[src/rtl/e2prom_rw_ctrl.sv]
// -----------------------------------------------------------------------------
// e2prom_rw_ctrl
//   EEPROM write-then-readback self-test sequencer. Sits directly upstream of
//   the I2C driver and runs one transaction at a time over its exec/done
//   handshake. Phase 1 writes BYTE_NUM bytes with data = address[7:0]. Phase 2
//   reads the same addresses back and compares every byte. Runs on the
//   driver's dri_clk, so there is no clock-domain crossing.
//
// Ports
//   clk         in   block clock (driver dri_clk), rising edge
//   rst         in   synchronous active-high reset
//   i2c_done    in   one-cycle pulse: driver finished the transaction
//   i2c_ack     in   1 = slave NACK, sampled with i2c_done
//   i2c_data_r  in   read data, valid with i2c_done on a read
//   i2c_exec    out  one-cycle transaction start pulse
//   i2c_rh_wl   out  1 = read, 0 = write; held from exec until done
//   i2c_addr    out  EEPROM byte address; held from exec until done
//   i2c_data_w  out  write data; held from exec until done
//   rw_done     out  sticky end-of-test flag (cleared only by rst)
//   rw_result   out  1 = pass, valid while rw_done = 1
//   err_cnt     out  failed-byte count (mismatch, NACK, timeout), saturating
//
// States
//   S_PWRUP   | wait START_DLY cycles after reset
//   S_WR_REQ  | load write address/data, fire exec
//   S_WR_WAIT | wait for done or timeout on a write
//   S_WR_GAP  | idle WR_GAP cycles for the EEPROM internal write
//   S_RD_REQ  | load read address, fire exec
//   S_RD_WAIT | wait for done or timeout on a read, compare data
//   S_FINISH  | latch rw_done / rw_result
//   S_HOLD    | terminal, everything frozen until rst
// -----------------------------------------------------------------------------
module e2prom_rw_ctrl #(
  parameter int unsigned BYTE_NUM   = 256,
  parameter logic [15:0] START_ADDR = 16'h0000,
  parameter int unsigned START_DLY  = 1000,
  parameter int unsigned WR_GAP     = 1250,
  parameter int unsigned TIMEOUT    = 4095
) (
  input  logic        clk,
  input  logic        rst,
  input  logic        i2c_done,
  input  logic        i2c_ack,
  input  logic [7:0]  i2c_data_r,
  output logic        i2c_exec,
  output logic        i2c_rh_wl,
  output logic [15:0] i2c_addr,
  output logic [7:0]  i2c_data_w,
  output logic        rw_done,
  output logic        rw_result,
  output logic [7:0]  err_cnt
);

  localparam int unsigned CNT_MAX_A = (START_DLY > WR_GAP) ? START_DLY : WR_GAP;
  localparam int unsigned CNT_MAX   = (CNT_MAX_A > TIMEOUT) ? CNT_MAX_A : TIMEOUT;
  localparam int          CNT_W     = $clog2(CNT_MAX + 2);

  // Terminal counts. A zero delay still costs one cycle in its state.
  localparam logic [CNT_W-1:0] DLY_TC = CNT_W'((START_DLY > 0) ? START_DLY - 1 : 0);
  localparam logic [CNT_W-1:0] GAP_TC = CNT_W'((WR_GAP > 0) ? WR_GAP - 1 : 0);
  localparam logic [CNT_W-1:0] TMO_TC = CNT_W'(TIMEOUT);
  localparam logic [16:0]      LAST_IDX = 17'(BYTE_NUM - 1);

  typedef enum logic [2:0] {
    S_PWRUP   = 3'd0,
    S_WR_REQ  = 3'd1,
    S_WR_WAIT = 3'd2,
    S_WR_GAP  = 3'd3,
    S_RD_REQ  = 3'd4,
    S_RD_WAIT = 3'd5,
    S_FINISH  = 3'd6,
    S_HOLD    = 3'd7
  } state_t;

  state_t           state_q, state_d;
  logic [CNT_W-1:0] cnt_q, cnt_d;
  logic [16:0]      idx_q, idx_d;
  logic             exec_q, exec_d;
  logic             rh_wl_q, rh_wl_d;
  logic [15:0]      addr_q, addr_d;
  logic [7:0]       data_w_q, data_w_d;
  logic             done_q, done_d;
  logic             result_q, result_d;
  logic [7:0]       err_q, err_d;
  logic             tmo_q, tmo_d;

  logic [15:0]      cur_addr;
  logic [7:0]       err_plus;

  // 16-bit add: the address wraps from FFFF to 0000 by construction.
  assign cur_addr = START_ADDR + idx_q[15:0];
  assign err_plus = (err_q == 8'hFF) ? 8'hFF : err_q + 8'd1;

  always_ff @(posedge clk) begin
    if (rst) begin
      state_q  <= S_PWRUP;
      cnt_q    <= '0;
      idx_q    <= '0;
      exec_q   <= 1'b0;
      rh_wl_q  <= 1'b0;
      addr_q   <= START_ADDR;
      data_w_q <= 8'h00;
      done_q   <= 1'b0;
      result_q <= 1'b0;
      err_q    <= 8'h00;
      tmo_q    <= 1'b0;
    end else begin
      state_q  <= state_d;
      cnt_q    <= cnt_d;
      idx_q    <= idx_d;
      exec_q   <= exec_d;
      rh_wl_q  <= rh_wl_d;
      addr_q   <= addr_d;
      data_w_q <= data_w_d;
      done_q   <= done_d;
      result_q <= result_d;
      err_q    <= err_d;
      tmo_q    <= tmo_d;
    end
  end

  always_comb begin
    state_d  = state_q;
    cnt_d    = cnt_q;
    idx_d    = idx_q;
    exec_d   = 1'b0;
    rh_wl_d  = rh_wl_q;
    addr_d   = addr_q;
    data_w_d = data_w_q;
    done_d   = done_q;
    result_d = result_q;
    err_d    = err_q;
    tmo_d    = tmo_q;

    case (state_q)
      S_PWRUP: begin
        if (cnt_q == DLY_TC) begin
          cnt_d   = '0;
          state_d = S_WR_REQ;
        end else begin
          cnt_d = cnt_q + CNT_W'(1);
        end
      end

      S_WR_REQ, S_RD_REQ: begin
        rh_wl_d  = (state_q == S_RD_REQ);
        addr_d   = cur_addr;
        data_w_d = cur_addr[7:0];
        exec_d   = 1'b1;
        cnt_d    = '0;
        state_d  = (state_q == S_RD_REQ) ? S_RD_WAIT : S_WR_WAIT;
      end

      // The first WAIT cycle is the exec cycle with cnt_q = 0, so cnt_q is
      // the number of cycles since exec. Done wins over an expiring timer.
      S_WR_WAIT: begin
        if (i2c_done) begin
          if (i2c_ack) err_d = err_plus;
          cnt_d   = '0;
          state_d = S_WR_GAP;
        end else if (cnt_q == TMO_TC) begin
          err_d   = err_plus;
          tmo_d   = 1'b1;
          state_d = S_FINISH;
        end else begin
          cnt_d = cnt_q + CNT_W'(1);
        end
      end

      S_WR_GAP: begin
        if (cnt_q == GAP_TC) begin
          cnt_d = '0;
          if (idx_q == LAST_IDX) begin
            idx_d   = '0;
            state_d = S_RD_REQ;
          end else begin
            idx_d   = idx_q + 17'd1;
            state_d = S_WR_REQ;
          end
        end else begin
          cnt_d = cnt_q + CNT_W'(1);
        end
      end

      S_RD_WAIT: begin
        if (i2c_done) begin
          // NACK and data mismatch on the same byte count as one error.
          if (i2c_ack || (i2c_data_r != cur_addr[7:0])) err_d = err_plus;
          cnt_d = '0;
          if (idx_q == LAST_IDX) begin
            state_d = S_FINISH;
          end else begin
            idx_d   = idx_q + 17'd1;
            state_d = S_RD_REQ;
          end
        end else if (cnt_q == TMO_TC) begin
          err_d   = err_plus;
          tmo_d   = 1'b1;
          state_d = S_FINISH;
        end else begin
          cnt_d = cnt_q + CNT_W'(1);
        end
      end

      S_FINISH: begin
        done_d   = 1'b1;
        result_d = (err_q == 8'h00) && !tmo_q;
        state_d  = S_HOLD;
      end

      S_HOLD: begin
        state_d = S_HOLD;
      end

      default: begin
        state_d = S_PWRUP;
      end
    endcase
  end

  assign i2c_exec   = exec_q;
  assign i2c_rh_wl  = rh_wl_q;
  assign i2c_addr   = addr_q;
  assign i2c_data_w = data_w_q;
  assign rw_done    = done_q;
  assign rw_result  = result_q;
  assign err_cnt    = err_q;

endmodule

[config.mk]
export PLATFORM = sky130hd
export DESIGN_NAME = e2prom_rw_ctrl
export DESIGN_NICKNAME = d
export VERILOG_FILES = /design/src/rtl/e2prom_rw_ctrl.sv
export SDC_FILE = /design/constraint.sdc
export NUM_CORES = 1
export LEC_CHECK = 0
export ABC_AREA = 1
export CORE_UTILIZATION = 56
export DETAILED_ROUTE_END_ITERATION = 8
export HOLD_SLACK_MARGIN = 0.06
export PLACE_DENSITY = 0.8
export SETUP_SLACK_MARGIN = 0.2
export SLEW_MARGIN = 20
export SYNTH_ARGS = -nofsm -noshare
export SYNTH_HDL_FRONTEND = slang
export SYNTH_SLANG_ARGS = --single-unit
[constraint.sdc]
create_clock -name clk -period 2.2 [get_ports clk]
set_input_delay 0.33 -clock clk [delete_from_list [all_inputs] [get_ports clk]]
set_output_delay 0.33 -clock clk [all_outputs]
set_load 0.01 [all_outputs]
After elaboration in Yosys (flattened, before gate mapping)
Index checks and enable logic that the tools add are counted.
{"block": "op_classes", "n_addsub": 3, "n_eq_ne": 20, "n_mux": 27, "bitwise_logic": 1, "reduce_logical": 16}
{"cell": "$mux 17", "n": 4}
{"cell": "$mux 13", "n": 4}
{"cell": "$pmux 13 s4", "n": 1}
{"cell": "$mux 8", "n": 6}
{"cell": "$pmux 17 s2", "n": 1}
{"cell": "$mux 3", "n": 7}
{"cell": "$pmux 3 s6", "n": 1}
{"cell": "$add 17x1->17 const B", "n": 1}
{"cell": "$eq 17x8->1 const B", "n": 1}
{"cell": "$pmux 8 s2", "n": 1}
{"cell": "$add 13x1->13 const B", "n": 1}
{"cell": "$eq 13x10->1 const B", "n": 1}
{"cell": "$eq 13x11->1 const B", "n": 1}
{"cell": "$eq 13x12->1 const B", "n": 1}
{"cell": "$eq 3x3->1 const B", "n": 4}
{"cell": "$ne 3x3->1 const B", "n": 3}
{"cell": "$add 8x1->8 const B", "n": 1}
{"cell": "$eq 8x8->1 const B", "n": 1}
{"cell": "$logic_not 8->1", "n": 1}
{"cell": "$ne 2x2->1 const B", "n": 4}
{"cell": "$ne 8x8->1", "n": 1}
{"cell": "$eq 3x2->1 const B", "n": 2}
{"cell": "$reduce_and 3->1", "n": 2}
{"cell": "$reduce_or 2->1", "n": 3}
{"cell": "other kinds (12)", "n": 14}
{"block": "totals", "register_bits": 70, "out_inout_bits": 36, "wordCells": 78}

Logic depth before layout (Yosys ltp)
{"block": "depth", "ltp_word": 5, "depth_mapped": 12}

Worst setup path after synthesis
OpenSTA, ideal clock, no wires.
{"block": "synth_timing", "kind": "register -> register", "startpoint": "reg cnt_q[0]", "endpoint": "reg err_q[4] (netlist: err_cnt[4])", "t_arrival_ns": 1.466, "required_ns": 2.065, "path_slack_ns": 0.599, "path_stages_with_launch": 11, "n_path_buf": 0, "path_cell_list": "dfxtp_1 -> ha_1 -> nand2_1 -> nor2_4 -> nand2_2 -> nor2_8 -> inv_4 -> a21oi_4 -> nand2_4 -> nand2_1 -> a21oi_1"}
{"block": "synth_via", "elab_chain_len": 4, "elab_cells_between_ends": 5, "cone_classes": "eq/ne: 1; mux: 4"}
{"item": "from (decl)", "line_no": "76", "source": "logic [CNT_W-1:0] cnt_q, cnt_d;"}
{"item": "from (signal assigned)", "line_no": "109", "source": "cnt_q <= cnt_d;"}
{"item": "$eq 13x12->1 (*)", "line_no": "161, 196"}
{"item": "$mux 8 (*)"}
{"item": "$mux 8 (on tied branches)"}
{"item": "$pmux 8 s2 (*)"}
{"item": "to (signal assigned)", "line_no": "117", "source": "err_q <= err_d;"}
{"item": "to (decl)", "line_no": "84", "source": "logic [7:0] err_q, err_d;"}
Every way passes the cells marked *; elsewhere a longest branch is shown, timed or not.
A chain may end at the register's enable or synchronous reset.

Final worst setup path
{"block": "layout_timing", "startpoint": "reg cnt_q[0]", "endpoint": "reg err_q[7] (netlist: err_cnt[7])"}
Same word-level chain as after synthesis.

==> flow_summary.json <==
{
  "clk_pin_slew_ns": 0.07,
  "nFillCells": 532,
  "synth_top_cell_by_area": "dfxtp_1",
  "holdPathEnd": "tmo_q$_SDFFE_PP0P_",
  "cts_tree": "done",
  "post_cts_buffers": 0,
  "start_util_pct": 58.99,
  "multi_input_area_mm2": 0.002200,
  "synth.distinct_cells": 37,
  "p_seq_share_pct": 44.5,
  "whs_path_depth": 2,
  "port_buffers": 47,
  "yosys-top-cells-area": "dfxtp_1 33%, nand2_1 12%, nor2_1 7.3%",
  "core_mm2": 0.006459,
  "cts.htree.levels": 3,
  "ys_ff_latch": 62,
  "worstPathMaxFanout": 7,
  "postLayoutCoreUtil_pct": 69.88,
  "hold_class": "reg -> reg",
  "drt_first_pass_iters": 4,
  "syn-num-nets": 573,
  "synthCells": 556,
  "holdBufCountCts": 0,
  "combPwrFrac_pct": 20.4,
  "power_mw": 2.819,
  "critical_path_class": "reg -> reg",
  "required_ns": 2.40,
  "grt_pass1_vias": 3388,
  "yosysWarnings": 0,
  "crit_path_max_incr_delay_ns": 0.41,
  "drive_gt1_share_pct": 16.83,
  "slew_violations": 0,
  "fin_area_mm2": 0.004513,
  "cts_max_path_buffers": 2,
  "drt_iter0_drc": 165,
  "overflow": 0,
  "netlist_area_mm2": 0.003810,
  "wire_per_inst_um": 13.12,
  "cp_cell_sequence": "ha_1 > nand2_1 > nor2_4 > nand2_2 > nor2_8 > inv_4 > a21oi_4 > nand2_4 > nand2_1 > a21oi_1",
  "ff_latch_area_mm2": 0.001242,
  "clockPowerShare_pct": 35.1,
  "post-route-min-period_ns": 1.814,
  "power_switching_uw": 850.3,
  "place_congestion": 0.8591,
  "grt_usage_pct": 26.16,
  "powerDensity_mw_per_mm2": 624.6,
  "die_area_mm2": 0.007137,
  "clock_skew_ns": 0.009878,
  "num_vias": 3685,
  "outcome": "finished, final reports clean",
  "drc": 0,
  "p_leak_nw": 1.918,
  "max_freq_mhz": 551.1,
  "grt_max_degree": 34,
  "tightest_slew_ns": 0.4393,
  "pin_count": 48,
  "rsz0062_at_grt": "no",
  "diodes": 0,
  "power.internal_mw": 1.969,
  "grt_pass1_wl_um": 15240,
  "cts_sinks": 62,
  "critPathSlowestCell": "dfxtp_1",
  "die_w_um": 84.48,
  "hp-start": "tmo_q$_SDFFE_PP0P_",
  "peakVddDrop_mv": 0.4970,
  "placed_cells": 666,
  "die_y_um": 84.48,
  "syn2layout_area_growth_pct": 18.46,
  "switching_share_pct": 30.16,
  "cts-root-buf": "clkbuf_8",
  "post-route-period-util_pct": 82.48,
  "cts_made_buffers": 9,
  "critical_path_arrival_ns": 2.02,
  "critPathLaunchType": "flop",
  "r2r_slack_ns": 0.39,
  "setup_tns_ns": 0,
  "drt-vias-per-instance": 5.395,
  "cap_violations": 0,
  "avgSynthCellArea_um2": 6.852,
  "fin_cells": 683,
  "grt_antenna_before_repair": 0,
  "reg2reg_to": "err_cnt[7]$_SDFFE_PP0P_",
  "synth_top_area_share_pct": 32.58,
  "slew_headroom_pct": 70.71,
  "dpl_cell_area_mm2": 0.004300,
  "dp_hpwl_um": 6409,
  "setup_viol": 0,
  "hold_violations": 0,
  "ant_nets": 0,
  "worst_setup_path_end_kind": "flop",
  "insertion_delay_ns": 0.34,
  "crit_path_frequent_cell": "nand2_1",
  "nets": 618,
  "rr_worst_depth": 10,
  "yosysSeqAreaShare_pct": 32.58,
  "row_count": 29,
  "wl_um": 8963,
  "rr_startpoint": "cnt_q[0]$_SDFFE_PP0P_"
}
## cells in the mapped netlist, drive strengths merged
library cell,count
nand2,152
nor2,85
inv,67
dfxtp,62
a21oi,50
nand3,44
o21ai,27
xor2,13
buf,11
clkbuf,9
nand4,9
xnor2,7
ha,5
nor3,3
or2,3
clkinv,2
nand3b,2
a21boi,1
and3,1
nor4,1
o21bai,1
o22ai,1
## metal layers
metal	track usage, %	up-vias	share of wire (%)
met5	0	-	0
met4	10.94	0	2.0
met3	3.736	17	4.0
met2	44.94	104	49
met1	32.89	1703	45
li1	-	1861	-
## final cells by class
class / instances / share of cell area [%]
Clock buffer: 10 / 2.828
Tap cell: 77 / 2.135
Sequential cell: 62 / 27.53
Inverter: 69 / 5.961
Timing Repair Buffer: 53 / 11.42
Multi-Input combinational cell: 406 / 48.74
Clock inverter: 6 / 1.386
## per-stage QoR
stage          hold WS, ns  worst slack, ns
6_report            0.4675           0.3855
5_1_grt             0.4864           0.2356
4_1_cts             0.4684           0.3271
3_5_place_dp        0.4436           0.2895
3_3_place_gp        0.4431           0.3380
2_1_floorplan       0.4304           0.5989
## cells in the final DEF (no fill, tap or decap), drive strengths merged, types with 5 or more instances in the layout
cell type / count
nand2: 152
nor2: 85
inv: 67
dfxtp: 62
a21oi: 51
clkdlybuf4s50: 47
nand3: 44
o21ai: 27
xor2: 13
clkbuf: 10
nand4: 9
xnor2: 7
buf: 6
ha: 5
## worst max path at each step
stage | start | endpoint | slack, ns | cells past startpoint
finish | cnt_q[0]$_SDFFE_PP0P_ | err_cnt[7]$_SDFFE_PP0P_ | 0.39 | 10
global route | cnt_q[0]$_SDFFE_PP0P_ | err_cnt[4]$_SDFFE_PP0P_ | 0.24 | 10
CTS | idx_q[0]$_SDFFE_PP0P_ | state_q[0]$_SDFFE_PP0P_ | 0.33 | 10
detailed placement | i2c_done | idx_q[16]$_SDFFE_PP0P_ | 0.29 | 8
global placement | i2c_done | err_cnt[1]$_SDFFE_PP0P_ | 0.34 | 9
floorplan | cnt_q[0]$_SDFFE_PP0P_ | err_cnt[4]$_SDFFE_PP0P_ | 0.60 | 10
## sequential cells by signal, indices dropped and copies added (netlist names)
name / count
i2c_rh_wl: 1
i2c_addr: 16
err_cnt: 8
rw_result: 1
tmo_q: 1
i2c_exec: 1
idx_q: 17
state_q: 3
rw_done: 1
cnt_q: 13
## cell families after synthesis
group / count (synthesis) / synth area share (%)
flops: 62 / 32.58
compound gates: 80 / 12.25
buf+inv: 89 / 10.18
xor+xnor: 20 / 4.598
fa+ha+maj: 5 / 1.642
simple gates: 300 / 38.75
## power by group through the flow
stage	sequential, mW	combinational (mW)	clock (mW)
after detailed placement	1.28	0.565	0
final	1.26	0.574	0.989
after floorplan	1.29	0.332	0
after CTS	1.26	0.569	0.998
after global placement	1.28	0.549	0
after global routing	1.27	0.629	1.04
## worst max-delay path: cells and delay by family (launching register included)
kind / cells / cell delay, ns
and+or+nand+nor: 6 / 0.72
AOI/OAI and AO/OA: 2 / 0.30
buffers and inverters: 1 / 0.07
adders and majority gates: 1 / 0.19
DFF: 1 / 0.41
## timing repair
item | CTS | global route
setup endpoints to repair | 0 | 11
gates resized for setup | 0 | 4
endpoints found under the hold margin | 0 | 0
(Power assumes the default switching activity.)
